==> src/rtl/decodificador_pkg.sv <==
// decodificador_pkg: state encoding, widths and the 3-to-7 one-hot decode function
package decodificador_pkg;
    localparam int ANCHO_COD = 3;
    localparam int ANCHO_SAL = 7;
    typedef enum logic [1:0] {
        REPOSO  = 2'd0,
        DIRECTO = 2'd1,
        BARRIDO = 2'd2
    } estado_t;
    // Shifting into an 8-bit word and dropping bit 0 maps code 0 to all zeros
    function automatic logic [ANCHO_SAL-1:0] decodifica(input logic [ANCHO_COD-1:0] cod);
        logic [ANCHO_SAL:0] oh;
        oh = {{ANCHO_SAL{1'b0}}, 1'b1} << cod;
        return oh[ANCHO_SAL:1];
    endfunction
endpackage

==> src/rtl/decodificador_3a7_sec_contador.sv <==
// contador_paso: dwell counter for scan steps; fin_o pulses on the last enabled cycle of a step
module contador_paso
    import decodificador_pkg::*;
#(
    parameter int CICLOS_PASO = 4
) (
    input  logic clk,
    input  logic rst_n,
    input  logic en_i,
    input  logic clr_i,
    output logic fin_o
);
    localparam int ANCHO = CICLOS_PASO > 1 ? $clog2(CICLOS_PASO) : 1;
    localparam logic [ANCHO-1:0] ULTIMO = ANCHO'(CICLOS_PASO - 1);
    logic [ANCHO-1:0] cuenta_q, cuenta_d;
    assign fin_o = en_i && cuenta_q == ULTIMO;
    always_comb cuenta_d = clr_i ? '0 : en_i ? (fin_o ? '0 : cuenta_q + ANCHO'(1)) : cuenta_q;
    always_ff @(posedge clk or negedge rst_n) begin
        if (!rst_n) cuenta_q <= '0;
        else        cuenta_q <= cuenta_d;
    end
endmodule

==> src/rtl/decodificador_3a7_sec.sv <==
// decodificador_3a7_sec: registered 3-to-7 one-hot decoder with an automatic 1..7 scan sequencer
module decodificador_3a7_sec
    import decodificador_pkg::*;
#(
    parameter int ANCHO_COD   = 3,
    parameter int ANCHO_SAL   = 7,
    parameter int CICLOS_PASO = 4
) (
    input  logic                 clk,
    input  logic                 rst_n,
    input  logic                 habilita,
    input  logic                 valido_in,
    input  logic [ANCHO_COD-1:0] codigo_in,
    input  logic                 modo_barrido,
    output logic [ANCHO_SAL-1:0] salida,
    output logic [ANCHO_COD-1:0] codigo_out,
    output logic                 valido_out,
    output logic                 fin_barrido
);
    if (ANCHO_COD != 3 || ANCHO_SAL != 2**ANCHO_COD - 1 || CICLOS_PASO < 1) begin : g_param_invalido
        $error("decodificador_3a7_sec: unsupported parameter set");
    end

    estado_t              estado_q, estado_d;
    logic [ANCHO_COD-1:0] codigo_q, codigo_d;
    logic [ANCHO_SAL-1:0] salida_q;
    logic                 valido_q, valido_d, fin_q, fin_d;
    logic                 entra, en_paso, fin_paso;

    // Entry wins over everything else, including a wrap that would fall on the same edge
    assign entra   = habilita && modo_barrido && estado_q != BARRIDO;
    assign en_paso = habilita && modo_barrido && estado_q == BARRIDO;

    contador_paso #(.CICLOS_PASO(CICLOS_PASO)) u_contador (
        .clk   (clk),
        .rst_n (rst_n),
        .en_i  (en_paso),
        .clr_i (entra),
        .fin_o (fin_paso)
    );

    always_comb begin
        estado_d = estado_q;
        if (habilita) begin
            case (estado_q)
                REPOSO, DIRECTO: estado_d = modo_barrido ? BARRIDO : valido_in ? DIRECTO : estado_q;
                BARRIDO:         estado_d = modo_barrido ? BARRIDO : REPOSO;
                default:         estado_d = modo_barrido ? BARRIDO : REPOSO;
            endcase
        end
    end

    always_comb begin
        codigo_d = codigo_q;
        valido_d = 1'b0;
        fin_d    = 1'b0;
        if (entra) begin
            codigo_d = ANCHO_COD'(1);
            valido_d = 1'b1;
        end else if (en_paso) begin
            codigo_d = fin_paso ? ((codigo_q == '1) ? ANCHO_COD'(1) : codigo_q + ANCHO_COD'(1)) : codigo_q;
            valido_d = fin_paso;
            fin_d    = fin_paso && codigo_q == '1;
        end else if (habilita && estado_q == BARRIDO) begin
            codigo_d = '0;
            valido_d = 1'b1;
        end else if (habilita && valido_in && (estado_q == REPOSO || estado_q == DIRECTO)) begin
            codigo_d = codigo_in;
            valido_d = 1'b1;
        end
    end

    always_ff @(posedge clk or negedge rst_n) begin
        if (!rst_n) begin
            estado_q <= REPOSO;
            codigo_q <= '0;
            salida_q <= '0;
            valido_q <= 1'b0;
            fin_q    <= 1'b0;
        end else begin
            estado_q <= estado_d;
            codigo_q <= codigo_d;
            salida_q <= decodifica(codigo_d);
            valido_q <= valido_d;
            fin_q    <= fin_d;
        end
    end

    assign salida      = salida_q;
    assign codigo_out  = codigo_q;
    assign valido_out  = valido_q;
    assign fin_barrido = fin_q;
endmodule

==> config.mk <==
export PLATFORM = sky130hd
export DESIGN_NAME = decodificador_3a7_sec
export DESIGN_NICKNAME = d
export VERILOG_FILES = /design/src/rtl/decodificador_pkg.sv /design/src/rtl/decodificador_3a7_sec_contador.sv /design/src/rtl/decodificador_3a7_sec.sv
export SDC_FILE = /design/constraint.sdc
export NUM_CORES = 1
export LEC_CHECK = 0
export CORE_UTILIZATION = 45
export DETAILED_ROUTE_END_ITERATION = 10
export PLACE_DENSITY = 0.74
export SYNTH_ARGS = -nofsm -noshare
export SYNTH_HDL_FRONTEND = slang
export SYNTH_SLANG_ARGS = --single-unit
==> constraint.sdc <==
create_clock -name clk -period 3.3 [get_ports clk]
set_input_delay 0.66 -clock clk [delete_from_list [all_inputs] [get_ports clk]]
set_output_delay 0.66 -clock clk [all_outputs]
set_load 0.005 [all_outputs]
==> metrics.txt, run 1 <==
Pleak=0.487 nW; CP max FO=13; number of gates resized after CTS=0; Pwr Density=a little under 500 nW/µm²; share of layout cells above drive strength 1=8.70%; Comb power frac=a little over a quarter; critical path endpoint category=flip-flop; fraction of the mapped netlist area in adder cells=4.67%; first-pass iteration count of the detailed router=5; Syn Area/Cell=around 11 µm²; via/cell ratio=around 5.4; xor/xnor share of the synthesized area=0%; Post-synth ARST share=100%; Max Cap Viol=0; Routed WL=~1600 µm; Vias=between 600 and 700; Root Driver=clkbuf_4; GRT Util Overall=approximately a fifth; Simple-Gate Fraction of Synth Area=between 20% and 30%; CTS buffer count=3; CTS Hold Bufs=0; Detail Placement HPWL=~1200 µm; Max clock buf depth=2; maximum clock frequency=~450 MHz; endpoints failing hold=0; core footprint=about 1600 µm²; number of global-route vias before repair=~610; Site Rows=14; Psw=141 µW; largest family of logic cells by synthesized area=simple AND/OR/NAND/NOR gates; first-pass GRT wire length=~2800 µm; status=completed; full die area=1960 µm²; Compound-Gate Fraction of Synth Area=between 10% and 20%; DRC viols=0; clock power share=25.2%; total power=~500 µW; EDFF count, synth=0; Hold WC Path Type=flip-flop to flip-flop; First DRT Iteration DRCs=10; post-CTS setup buffer count=0; Internal=367 µW; mux contribution to synthesized area=under 10%; #FFs+latches synth=16; CTS tree=yes; synth top area cells=dfrtp_1 (50%), ha_1 (4.7%), and3b_1 (3.3%), nor3b_1 (2.8%), and4b_1 (2.5%); clock period minus worst slack=2.23 ns; I/O Buffers=19; Worst-Margin Slew=0.698 ns; Worst Setup Start Kind=input port; Synth Flop Type=dfrtp_1; period utilisation layout=67.5%; Flop pwr share=a little under half; Max rail drop VDD=roughly 0.00032 V; largest net degree at the start of global routing=17; Max Slew Vio Count=0; Max-Slew Margin vs Limit=53.3%; sequential area share after synthesis=about half; Final ANT Viol Nets=0; n_diodes=0; Net Count, Synth=83; CP Class=input port to flip-flop; Net count, final=104; Avg WL per Cell=around 14 µm; I/O pin count=20; Fillers=138; Initial Util=50.4%; Synth area leader=dfrtp_1; final setup fails=0; RSZ-0062 raised after global routing=no; CTS Sinks=16; placer congestion estimate=approximately 0.85; R2R setup slack=around 1.3 ns; slowest cell on the critical path=clkdlybuf4s50_1; setup TNS=0 ns; Switching Share=roughly 28%; total congestion overflow=0; area share of the largest cell type after synthesis=around half; Arr. time, crit path=2.41 ns; clk slew on worst S/H paths=~0.090 ns; H-tree depth=1; initial antenna violation count=0; Mapped Cells=between 70 and 80; clk_skew=around 0.0027 ns; CP required=~3.5 ns; synth unique cells=33; die height=around 44 µm; Syn. warnings=0; P&R area growth vs syn=29.8%; crit-path max cell delay=0.70 ns; Die Width=~44 µm; clk_lat worst skew=0.29 ns; synthesized area=803 µm²; sequence of cells on the critical path=clkdlybuf4s50_1 > a21bo_1 > a211o_1 > o22a_1 > and3b_1
area by class of cell:
cell class / instances / area (µm²) / area share, %
sequential: 16 / 400 / 38.4
tap: 24 / 30.0 / 2.88
clock buffer: 4 / 36.3 / 3.48
multi-input combinational: 48 / 363 / 34.8
inverter: 4 / 15.0 / 1.44
timing repair buffer: 20 / 198 / 19.0
final timing paths:
path,from,endpoint,depth (start not counted)
max,habilita,salida[6],5
min,u_contador.cuenta_q[0],u_contador.cuenta_q[0],1
max reg2reg,codigo_out[0],salida[6],7
min reg2reg,u_contador.cuenta_q[0],u_contador.cuenta_q[0],1
max in group asynchronous,rst_n,salida[6],1
min in group asynchronous,rst_n,u_contador.cuenta_q[0],1
Yosys cell counts (3+ instances only):
| library cell | instances |
|---|---|
| nor2_1 | 5 |
| inv_1 | 4 |
| nor3b_1 | 3 |
| and3b_1 | 3 |
| nand2_1 | 3 |
| dfrtp_1 | 16 |
| ha_1 | 3 |
worst max-delay path: cells and delay by family:
kind / cells / cell delay (ns)
buf+inv: 1 / 0.70
simple gates: 1 / 0.20
compound gates: 3 / 0.85
cells in the final DEF (no fill, tap or decap), types with 2 or more instances in the layout:
cell type and n:
clkdlybuf4s50_1 19, dfrtp_1 16, nor2_1 5, inv_1 4
nor3b_1 3, nand2_1 3, and3b_1 3, ha_1 3
clkbuf_4 3, and4b_1 2, mux2i_1 2, nand3_1 2
o21ai_0 2, nand4b_1 2, and3_1 2, o31ai_1 2
a21oi_1 2
state kept, by name, indices dropped and copies added, names as in the netlist:
register             flops
estado_q                 2
valido_out               1
salida                   7
u_contador.cuenta_q      2
fin_barrido              1
codigo_out               3
power by group through the flow:
stage	Clock [mW]	Combinational, mW	Sequential [mW]
finish	0.128	0.137	0.244
global route	0.141	0.151	0.247
CTS	0.132	0.138	0.244
detailed placement	0	0.137	0.248
global placement	0	0.134	0.247
floorplan	0	0.0703	0.243
metrics by stage:
stage	setup WS (ns)	cell area, µm²	cells	hold WS (ns)	utilization, %
floorplan	1.32	803	72	0.364	-
global placement	0.807	1010	112	0.487	63.1
detailed placement	0.779	1010	112	0.490	63.1
CTS	1.09	1040	116	0.503	65.4
global route	1.01	1040	116	0.543	65.4
finish	1.07	1040	116	0.503	65.4
routing by layer:
metal	global-route usage [%]	up-vias	routed length, µm
met5	0	-	0
met2	31.5	20	763
met4	9.09	0	13
met1	25.6	296	777
li1	-	304	-
met3	6.53	2	88
kinds of logic (layout without fill, tap and decap cells):
logic type | count (synthesis) | after routing
adder cells (fa/ha/maj) | 3 | 3
buffers and inverters | 8 | 28
AO/OA/AOI/OAI | 16 | 16
multiplexers | 2 | 2
flip-flops | 16 | 16
AND/OR/NAND/NOR | 27 | 27
No activity file was read; power rests on OpenSTA's default activity.
==> run 2: changes to the inputs <==
--- a/config.mk
+++ b/config.mk
@@ -5,9 +5,9 @@
 export SDC_FILE = /design/constraint.sdc
 export NUM_CORES = 1
 export LEC_CHECK = 0
-export CORE_UTILIZATION = 45
+export CORE_UTILIZATION = 42
 export DETAILED_ROUTE_END_ITERATION = 10
-export PLACE_DENSITY = 0.74
+export PLACE_DENSITY = 0.73
 export SYNTH_ARGS = -nofsm -noshare
 export SYNTH_HDL_FRONTEND = slang
 export SYNTH_SLANG_ARGS = --single-unit
==> constraint.sdc (replaced) <==
create_clock -name clk -period 1.92 [get_ports clk]
set_input_delay 0.384 -clock clk [delete_from_list [all_inputs] [get_ports clk]]
set_output_delay 0.384 -clock clk [all_outputs]
set_load 0.005 [all_outputs]
==> run 2 against run 1 <==
  * Non-clock buffer count rose by 11
  * Largest power group unchanged
  * Register-to-register slack got worse by 1.2 ns
  * Sequential power rose by 69%
  * Critical endpoint unchanged
  * Combinational power rose by 96%
  * Setup slack got worse by 1.0 ns
  * Utilization fell by 1.9 points
==> metrics.txt, run 2 (synthesis results as in run 1) <==
clock period minus worst slack=around 1.9 ns; critical path endpoint category=flip-flop; DRC viols=0 (unchanged); number of global-route vias before repair=630 (+4.0%); Final Non-Filler Cells=127 (+9.5%); Pleak=0.537 nW (+10%); crit-path max cell delay=0.41 ns (-0.29 ns); GRT Util Overall=18.7% (-1.5 points); Worst Setup Start Kind=flip-flop; CTS tree=yes; core footprint=1760 µm² (+11%); period utilisation layout=about 97%; clk slew on worst S/H paths=0.09 ns (about the same); Max Slew Vio Count=0 (unchanged); Die Width=45.7 µm (+3.3%); cells on worst reg2reg path=7 (unchanged); I/O pin count=20 (unchanged); RSZ-0062 raised after global routing=no; initial antenna violation count=0 (unchanged); Max Cap Viol=0 (unchanged); met2 usage=28.0% (-3.5 points); CTS Sinks=16 (unchanged); worst r2r src=codigo_out[1]; Site Rows=15 (+1); Final ANT Viol Nets=0 (unchanged); final core utilization=63.5% (-1.9 points); Initial Util=45.5% (-4.9 points); clk_skew=0.00465 ns (+0.00200 ns); first-pass iteration count of the detailed router=5 (unchanged); n_diodes=0 (unchanged); area post-placement=1080 µm² (+7.8%); largest net degree at the start of global routing=17 (unchanged); via/cell ratio=5.33 (-0.58%); worst r2r dst=salida[6]; Root Driver=clkbuf_4; clk_lat worst skew=0.28 ns (about the same); CP Class=flip-flop to flip-flop; First DRT Iteration DRCs=27 (+17); endpoints failing hold=0 (unchanged); M3 GR Usage=4.37% (-2.2 points); first-pass GRT wire length=2710 µm (-3.0%); Worst-Margin Slew=0.359 ns (-0.339 ns); P&R area growth vs syn=39.4%; Max rail drop VDD=0.000522 V (+62%); final setup fails=0 (unchanged); busiest grt layer=met2; Max clock buf depth=2 (unchanged); setup TNS=0 ns (unchanged); sequence of cells on the critical path=ha_2 > ha_2 > and3b_1 > o21ai_1 > a222oi_1 > buf_4 > and3b_1; Placed Instances=123 (+9.8%); Setup WS pre-CTS=-0.187 ns (-0.966 ns); Arr. time, crit path=2.03 ns (-0.38 ns); worst hold margin=0.415 ns (-0.0888 ns); CTS buffer count=3 (unchanged); setup ws final=0.0656 ns (-1.01 ns); Design Area, Final=1120 µm² (+7.4%); placer congestion estimate=0.818 (-4.1%); Largest register FFs=7 (unchanged); total congestion overflow=0 (unchanged); global routing usage on met1=23.5% (-2.1 points); R2R setup slack=0.07 ns (-1.24 ns); Avg WL per Cell=13.7 µm (-3.2%); slowest cell on the critical path=dfrtp_1; Net count, final=115 (+11%); total power=854 µW (+68%); Detail Placement HPWL=1210 µm (+4.7%); full die area=2090 µm² (+6.8%); Pwr Density=762 nW/µm² (+56%); most frequent cells in the layout=clkdlybuf4s50_1 (18), dfrtp_1 (16), buf_4 (12); Routed WL=1740 µm (+6.0%); share of layout cells above drive strength 1=19.6% (+11 points); Max-Slew Margin vs Limit=76.1% (+23 points); maximum clock frequency=around 540 MHz; H-tree depth=1 (unchanged); die height=45.7 µm (+3.3%); CP required=2.09 ns (-1.39 ns); CP max FO=8 (-5); I/O Buffers=19 (unchanged); Hold WC Path Type=input port to async pin; commonest non-fill, non-tap cell in the layout=clkdlybuf4s50_1; status=completed; Vias=677 (+8.8%)
-- run 2: changes by cell type in the layout (fill, tap and decap cells not counted), sizes merged --
cell and change:
dlymetal6s2s +1, buf +11, clkbuf -1, clkdlybuf4s50 -1
-- run 2: worst max-delay path: cells and delay by family (launching register included) --
family,cells,cell delay (ns)
flops,1,0.41
compound gates,2,0.40
simple gates,2,0.38
fa+ha+maj,2,0.34
buf+inv,1,0.21
-- run 2: what timing repair did --
action | CTS | global route
gates resized for setup | 0 | 2
setup buffers | 0 | 1
setup endpoints to repair | 0 | 2
hold buffers | 0 | 0
-- run 2: worst max path at each step --
stage	startpoint	endpoint	slack, ns	cells past startpoint
after detailed placement	habilita	salida[6]	-0.19	5
final	codigo_out[1]	salida[6]	0.07	7
after CTS	codigo_out[1]	salida[6]	0.06	7
after global placement	habilita	salida[6]	-0.17	5
after floorplan	codigo_out[0]	salida[6]	0.001	6
after global routing	codigo_out[1]	salida[6]	0.004	7
-- run 2: final cells by class --
type | count | area (µm²)
Clock buffer | 3 | 22.5
Fill cell | 153 | 644
Inverter | 4 | 15.0
Multi-Input combinational cell | 48 | 368
Sequential cell | 16 | 400
Tap cell | 25 | 31.3
Timing Repair Buffer | 31 | 283
-- run 2: where the power goes --
part           leakage [nW]  total (mW)  internal, mW  switching, mW
combinational         0.313       0.269         0.160          0.110
sequential            0.210       0.413         0.380         0.0332
clock                0.0138       0.171        0.0727         0.0987
total                 0.537       0.854         0.612          0.242
-- run 2: routing by layer --
layer,up-vias,share of wire [%]
met4,0,2.2
met5,-,0
met2,33,45
met1,309,45
li1,329,-
met3,6,7.7
